## config.mk

```make
export PLATFORM = sky130hd
export DESIGN_NAME = mlp_inference_scheduler
export DESIGN_NICKNAME = d
export VERILOG_FILES = /design/src/rtl/mlp_inference_scheduler.sv
export SDC_FILE = /design/constraint.sdc
export NUM_CORES = 1
export LEC_CHECK = 0
export ABC_AREA = 1
export BUFFER_PORTS_ARGS = -buffer_cell sky130_fd_sc_hd__buf_2
export CORE_ASPECT_RATIO = 1.1
export CORE_UTILIZATION = 43
export DETAILED_ROUTE_END_ITERATION = 6
export PLACE_DENSITY = 0.67
export SYNTH_ARGS = -nofsm -noshare
export SYNTH_HDL_FRONTEND = slang
export SYNTH_SLANG_ARGS = --single-unit
```

## constraint.sdc

```tcl
create_clock -name clk -period 7.8 [get_ports clk]
set_input_delay 2.34 -clock clk [delete_from_list [all_inputs] [get_ports clk]]
set_output_delay 2.34 -clock clk [all_outputs]
set_load 0.01 [all_outputs]
```

## src/rtl/mlp_inference_scheduler.sv

```systemverilog
// mlp_inference_scheduler: queues input feature vectors in a small FIFO and runs them through the
// MLP one at a time. Each launch is a one-cycle start pulse. mlp_x is held until mlp_done, then the
// scores are captured and their argmax is presented on a valid/ready result slot.
// Optional feature macro: SCHED_TIMEOUT_EN adds a watchdog on the WAIT state. On timeout it emits a
// result with out_err=1 and zeroed scores.
module mlp_inference_scheduler #(
  parameter int unsigned NUM_FEATURES   = 4,
  parameter int unsigned NUM_CLASSES    = 3,
  parameter int unsigned FP_TOTAL_BITS  = 16,
  parameter int unsigned FIFO_DEPTH     = 4,
  parameter int unsigned TAG_BITS       = 4,
  parameter int unsigned TIMEOUT_CYCLES = 64
) (
  input  logic                                          clk,
  input  logic                                          reset,
  input  logic                                          in_valid,
  output logic                                          in_ready,
  input  logic [NUM_FEATURES-1:0][FP_TOTAL_BITS-1:0]    in_x,
  output logic                                          mlp_start,
  output logic [NUM_FEATURES-1:0][FP_TOTAL_BITS-1:0]    mlp_x,
  input  logic [NUM_CLASSES-1:0][FP_TOTAL_BITS-1:0]     mlp_out,
  input  logic                                          mlp_done,
  output logic                                          out_valid,
  input  logic                                          out_ready,
  output logic [NUM_CLASSES-1:0][FP_TOTAL_BITS-1:0]     out_scores,
  output logic [$clog2(NUM_CLASSES)-1:0]                out_class,
  output logic [TAG_BITS-1:0]                           out_tag,
  output logic                                          out_err,
  output logic                                          busy
);

  localparam int unsigned PTR_W = $clog2(FIFO_DEPTH);
  localparam int unsigned CLS_W = $clog2(NUM_CLASSES);

  // Reject configurations the pointer arithmetic and watchdog cannot support.
  if (FIFO_DEPTH < 2 || (FIFO_DEPTH & (FIFO_DEPTH - 1)) != 0 || TIMEOUT_CYCLES < 1)
  begin : g_param_check
    $error("mlp_inference_scheduler: FIFO_DEPTH must be a power of 2 >= 2, TIMEOUT_CYCLES >= 1");
  end

  typedef logic [NUM_FEATURES-1:0][FP_TOTAL_BITS-1:0] feat_t;
  typedef enum logic [1:0] {StIdle, StLaunch, StWait} state_e;

  state_e                 state;
  feat_t                  fifo_x   [FIFO_DEPTH];
  logic [TAG_BITS-1:0]    fifo_tag [FIFO_DEPTH];
  logic [PTR_W-1:0]       wr_ptr, rd_ptr;
  logic [PTR_W:0]         count;
  logic [TAG_BITS-1:0]    tag_ctr;
  logic [TAG_BITS-1:0]    cur_tag;
  logic                   push, pop, fifo_empty, slot_free;
  logic [CLS_W-1:0]       best_idx;
  logic signed [FP_TOTAL_BITS-1:0] best_val;

  assign fifo_empty = (count == '0);
  // in_ready is based on registered occupancy only, so a same-cycle pop never frees a full queue.
  assign in_ready   = (count != (PTR_W + 1)'(FIFO_DEPTH));
  assign push       = in_valid && in_ready;
  // The result slot is free if it is empty or is being consumed at this edge.
  assign slot_free  = !out_valid || out_ready;
  assign pop        = (state == StIdle) && !fifo_empty && slot_free;
  assign busy       = (state != StIdle) || !fifo_empty;

  // Sample storage. Entries are read only after they are written, so they need no reset.
  always_ff @(posedge clk) begin
    if (push) begin
      fifo_x[wr_ptr]   <= in_x;
      fifo_tag[wr_ptr] <= tag_ctr;
    end
  end

  // Queue pointers, occupancy and the per-sample sequence tag counter.
  always_ff @(posedge clk or negedge reset) begin
    if (!reset) begin
      wr_ptr  <= '0;
      rd_ptr  <= '0;
      count   <= '0;
      tag_ctr <= '0;
    end else begin
      if (push) begin
        wr_ptr  <= wr_ptr + 1'b1;
        tag_ctr <= tag_ctr + 1'b1;
      end
      if (pop) begin
        rd_ptr <= rd_ptr + 1'b1;
      end
      case ({push, pop})
        2'b10:   count <= count + 1'b1;
        2'b01:   count <= count - 1'b1;
        default: ;
      endcase
    end
  end

  // Signed argmax over the live MLP scores. A strict compare keeps the lowest index on ties.
  always_comb begin
    best_idx = '0;
    best_val = mlp_out[0];
    for (int unsigned c = 1; c < NUM_CLASSES; c++) begin
      if ($signed(mlp_out[c]) > best_val) begin
        best_val = mlp_out[c];
        best_idx = CLS_W'(c);
      end
    end
  end

`ifdef SCHED_TIMEOUT_EN
  localparam int unsigned CNT_W = $clog2(TIMEOUT_CYCLES + 1);
  logic [CNT_W-1:0] wd_cnt;
`else
  assign out_err = 1'b0;
`endif

  // Launch/wait sequencer with registered start pulse and result slot.
  always_ff @(posedge clk or negedge reset) begin
    if (!reset) begin
      state      <= StIdle;
      mlp_start  <= 1'b0;
      mlp_x      <= '0;
      cur_tag    <= '0;
      out_valid  <= 1'b0;
      out_scores <= '0;
      out_class  <= '0;
      out_tag    <= '0;
`ifdef SCHED_TIMEOUT_EN
      out_err    <= 1'b0;
      wd_cnt     <= '0;
`endif
    end else begin
      mlp_start <= 1'b0;
      if (out_valid && out_ready) begin
        out_valid <= 1'b0;
      end
      case (state)
        StIdle: begin
          if (pop) begin
            mlp_x     <= fifo_x[rd_ptr];
            cur_tag   <= fifo_tag[rd_ptr];
            mlp_start <= 1'b1;
            state     <= StLaunch;
          end
        end
        StLaunch: begin
          state <= StWait;
`ifdef SCHED_TIMEOUT_EN
          wd_cnt <= '0;
`endif
        end
        StWait: begin
          // A launch only happens with a free slot, so this capture never overwrites a result.
          if (mlp_done) begin
            out_valid  <= 1'b1;
            out_scores <= mlp_out;
            out_class  <= best_idx;
            out_tag    <= cur_tag;
`ifdef SCHED_TIMEOUT_EN
            out_err    <= 1'b0;
`endif
            state      <= StIdle;
          end
`ifdef SCHED_TIMEOUT_EN
          else if (wd_cnt == CNT_W'(TIMEOUT_CYCLES - 1)) begin
            out_valid  <= 1'b1;
            out_scores <= '0;
            out_class  <= '0;
            out_tag    <= cur_tag;
            out_err    <= 1'b1;
            state      <= StIdle;
          end else begin
            wd_cnt <= wd_cnt + 1'b1;
          end
`endif
        end
        default: state <= StIdle;
      endcase
    end
  end

endmodule

```

# ---- Word-level counts from Yosys, hierarchy flattened
# Memory sizes are Yosys's and may differ from the RTL's. A register that Yosys moved wholly into a read port is not among the register bits.
# Index checks and enable logic that the tools add are counted.
dict set report classes {
  magnitude_cmp 2
  add_sub_neg 5
  n_reduce_logical 17
  mux 14
  eq_ne 7
}
# operator n
set op_table {}
lappend op_table {{16-bit greater-than comparator} 2}
lappend op_table {{16-bit 2-to-1 mux} 1}
lappend op_table {{1-bit 2-to-1 mux} 8}
lappend op_table {{2-bit 2-to-1 mux} 3}
lappend op_table {{2-bit case mux with 3 select lines} 1}
lappend op_table {{3-bit case mux with 2 select lines} 1}
lappend op_table {{2-bit AND reduction} 3}
lappend op_table {{2-bit by 1-bit adder with 2-bit output (second input constant)} 2}
lappend op_table {{4-bit by 1-bit adder with 4-bit output (second input constant)} 1}
lappend op_table {{2-bit by 1-bit equality test with 1-bit output (second input constant)} 2}
lappend op_table {{2-bit equality test (second input constant)} 2}
lappend op_table {{1-bit logical AND} 4}
lappend op_table {{1-bit logical NOT} 4}
lappend op_table {{2-bit inequality test (second input constant)} 2}
lappend op_table {{2-bit nonzero test} 2}
lappend op_table {{3-bit by 1-bit adder with 3-bit output (second input constant)} 1}
lappend op_table {{3-bit logical NOT} 1}
lappend op_table {{3-bit inequality test (second input constant)} 1}
lappend op_table {{3-bit by 1-bit subtractor with 3-bit output (second input constant)} 1}
lappend op_table {{2-bit logical NOT} 1}
lappend op_table {{1-bit logical OR} 2}
dict set report totals {
  ff_bits 69
  wordCells 59
  ramBits 272
  in_bits 117
  mem_count 2
}
# name words word_bits read_ports rd_ports_with_merged_regs wr line_no
set memory_table {}
lappend memory_table {fifo_x 4 64 1 1 1 45} ;# feat_t fifo_x [FIFO_DEPTH];
lappend memory_table {fifo_tag 4 4 1 1 1 46} ;# logic [TAG_BITS-1:0] fifo_tag [FIFO_DEPTH];

# ---- Depth between registers and ports, before layout
dict set report depth {
  ltp_word 6
  depth_mapped 31
}

# ---- Least setup slack after synthesis
# OpenSTA, ideal clock, no wires.
dict set report synth_timing {
  kind {input to register}
  start {input in_valid}
  end {memory fifo_tag[0][0] (enable)}
  setup_ps 495
  stages 3
  arrival_time_ps 5502
  path_slack_ps 1803
  t_required_ps 7305
  path_buffers 1
  cell_sequence {nand2_1 > clkbuf_1 > nor2_1}
}
dict set report synth_via {
  elab_chain_len 3
}
# item line_no
set synth_rtl {}
lappend synth_rtl {{start, declared} 16} ;# input logic in_valid,
lappend synth_rtl {{1-bit logical AND} 58} ;# assign push = in_valid && in_ready;
lappend synth_rtl {{1-bit 2-to-1 mux} 66} ;# if (push) begin
lappend synth_rtl {{1-bit 2-to-1 mux (not written as such)} 68} ;# fifo_tag[wr_ptr] <= tag_ctr;
lappend synth_rtl {{end, declared} 46}
# Every way passes these cells.

# ---- Worst setup path after layout
dict set report layout_timing {
  start {input mlp_out[13] (netlist name)}
  end {register out_class[0]}
}
dict set report layout_via {
  elab_chain_len 4
  elab_cells_between_ends 5
  classes_between {order compare (2); mux (3)}
}
# item line_no
set layout_rtl {}
lappend layout_rtl {{start, declared} 21} ;# input logic [NUM_CLASSES-1:0][FP_TOTAL_BITS-1:0] mlp_out,
lappend layout_rtl {{16-bit greater-than comparator} 100} ;# if ($signed(mlp_out[c]) > best_val) begin
lappend layout_rtl {{16-bit 2-to-1 mux} 100}
lappend layout_rtl {{16-bit greater-than comparator} 100}
lappend layout_rtl {{2-bit 2-to-1 mux *} 100}
lappend layout_rtl {{end signal, assigned} 154} ;# out_class <= best_idx;
lappend layout_rtl {{end, declared} 26} ;# output logic [$clog2(NUM_CLASSES)-1:0] out_class,
# Every way passes the cells marked *; elsewhere a longest branch is shown, timed or not.
# A chain may end at the register's enable or synchronous reset.

==> qor.yml <==
detailed_routing:
  dr.first_iter.drc_count: 745
  vias_per_cell: 5.026
  vias: 10850
  wl_microns: 37310
  drtAntennaViolNets: 0
  drt_pre_antenna_iters: 5
  wire_per_inst_microns: 17.29
  drc_errors: 0
grt:
  grtUsageTotal_pct: 19.30
  grt_pass1_vias: 10500
  grt_max_degree: 108
  gr-total-overflow: 0
  antenna_found_initial: 6
  grt_pass1_wl_microns: 57970
placed_design:
  dp.cells: 2074
  gp_congestion: 0.8941
  dp_slack_ns: 2.334
  place.port_buffers: 238
  placed_area_sq_um: 17880
  dpl.hpwl_microns: 21820
cells_and_area:
  final_util_pct: 52.29
  fillers: 3225
  area_delta_synth_final_pct: 19.75
  final_cell_mix: "nand2_1 (351), edfxtp_1 (272), buf_2 (237)"
  final_layout_size_suffix_gt1_share_pct: 20.24
  instances_no_fill: 2158
  final_common_cell: "nand2_1"
  final_cell_area_sq_um: 19420
  fin_nets: 1781
timing:
  setup_ws_ns: 2.856
  fin_skew_ns: 0.01327
  rsz0062_at_grt: "false"
  setup_tns_ns: 0
  finalCriticalPeriod_ns: 4.944
  worst_pin_slew_ns: 1.144
  fin_crit_sh_pct: 63.38
  report.final.slew_viol_count: 0
  setup_viol: 0
  slew_headroom_pct: 23.70
  timing.final.hold_violations: 0
  holdWs_ns: 0.4597
  fmax_mhz: 202.3
worst_hold_path:
  hold_path.class: "flop to flop"
yosys:
  seq_area_frac_synth_pct: 71.52
  ys_warn_count: 0
  ys_ff_latch: 409
  syn_inst: 1402
  avgSynthCellArea_sq_um: 11.57
  ys.flop_type: "edfxtp_1"
  async_flop_share_pct: 33.50
  syn-cell-area_sq_um: 16210
  synth-edff-count: 272
  yosysUniqueCellTypes: 27
  synth_nets: 1558
clocking:
  cts_num_sinks: 409
  post_cts_buffers: 0
  path_clk_slew_ns: 0.06
  cts_resized: 0
  numCtsBuffers: 43
  worstSkewPairLatency_ns: 0.54
  cts_tree: "done"
  cts-root-buf: "clkbuf_16"
  htree_levels: 2
  clockBufferDepth: 3
  holdBufCountCts: 0
job:
  maxCapViolCount: 0
power_and_ir_drop:
  finalPower_mw: 7.907
  p_per_area_nw_per_um2: 407.2
  max-vdd-ir-drop_mv: 0.2826
  p_leak_nw: 8.291
worst_setup_path:
  critPathCaptureType: "flop"
  critPathKind: "input pin to flop"
  crit_fanout: 32
  critPathLaunchType: "input pin"
  arrival_ns: 5.36
  required_ns: 8.21
floorplan:
  io_pins: 240
  die_h_microns: 205.7
  initial_core_util_pct: 43.67
  coreArea_sq_um: 37130
  fp-row-count: 74
  dieArea_sq_um: 38490
  die_x_microns: 187.1
run_status:
  outcome: "finished clean"
-- flip-flops by register name, indices dropped and copies added (netlist names), 3 cells and up --
name	flops
tag_ctr	4
cur_tag	4
mlp_x	64
fifo_x	256
fifo_tag	16
out_scores	48
count	3
out_tag	4
-- cells by family after synthesis --
group	after synthesis	share of synthesized area [%]
AOI/OAI and AO/OA	280	9.198
xor gates and xnor gates	7	0.3781
adders and majority gates	39	3.056
buffers and inverters	139	3.318
DFF	409	71.52
other	1	0.02313
and+or+nand+nor	527	12.51
-- synth_stat cells (all sizes together) (2+ instances only) --
cell type	number	area [sq um]
nand3	11	55.05
inv	64	240.2
xor2	5	43.79
dfrtp	137	3428
a21o	2	15.01
xnor2	2	17.52
edfxtp	272	8168
clkbuf	62	234.0
ha	38	475.5
nor2	159	599.3
a21oi	15	75.07
nand2	351	1318
buf	12	60.06
nor4	5	46.29
o22ai	68	425.4
o21ai	195	975.9
-- where the power goes --
group          internal [mW]  total (mW)  switching, mW
registers               3.01        3.27          0.265
logic                  0.795        2.50           1.70
clock network           1.32        2.14          0.821
-- final cells by class --
cell class	count	area (sq um)	area share [%]
Antenna cell	4	10.01	0.05155
Clock buffer	58	1235	6.360
Timing Repair Buffer	252	1303	6.708
Multi-Input combinational cell	854	4115	21.19
Inverter	65	246.5	1.269
Tap cell	494	618.1	3.183
Clock inverter	22	287.8	1.482
Sequential cell	409	11600	59.75
-- worst max-delay path, stage by stage --
cell and delay (ns):
buf_2 0.09, inv_1 0.05, ha_1 0.30, nand2_1 0.06, inv_1 0.03, o21ai_0 0.15, nand2_1 0.07, nor2_1 0.13
nand2_1 0.08, nand2_1 0.06, nand2_1 0.04, nor2_1 0.11, buf_4 0.32, o21ai_0 0.16, ha_1 0.35, nand2_1 0.09
nor4_1 0.43, nand2_1 0.12, nand3_1 0.09, nand3_1 0.10, nand3_1 0.10, nand2_1 0.07
-- metal layers --
layer	GRT usage, %	vias up	part of all wire, %
met4	5.240	6	1.5
met5	0	-	0.12
met3	4.349	50	7.0
met2	32.45	308	49
li1	-	5273	-
met1	25.20	5209	43
-- final timing paths --
| check | start | cells after the start | to | slack, ns |
|---|---|---|---|---|
| max | mlp_out[13] | 22 | out_class[0] | 2.86 |
| min | cur_tag[2] | 2 | out_tag[2] | 0.46 |
| max reg2reg | count[0] | 5 | fifo_x[2][14] | 4.76 |
| min reg2reg | cur_tag[2] | 2 | out_tag[2] | 0.46 |
| max in group asynchronous | reset | 2 | rd_ptr[0] | 4.54 |
| min in group asynchronous | reset | 1 | out_scores[19] | 1.85 |
Note: power is estimated with default switching activity, not from simulation.
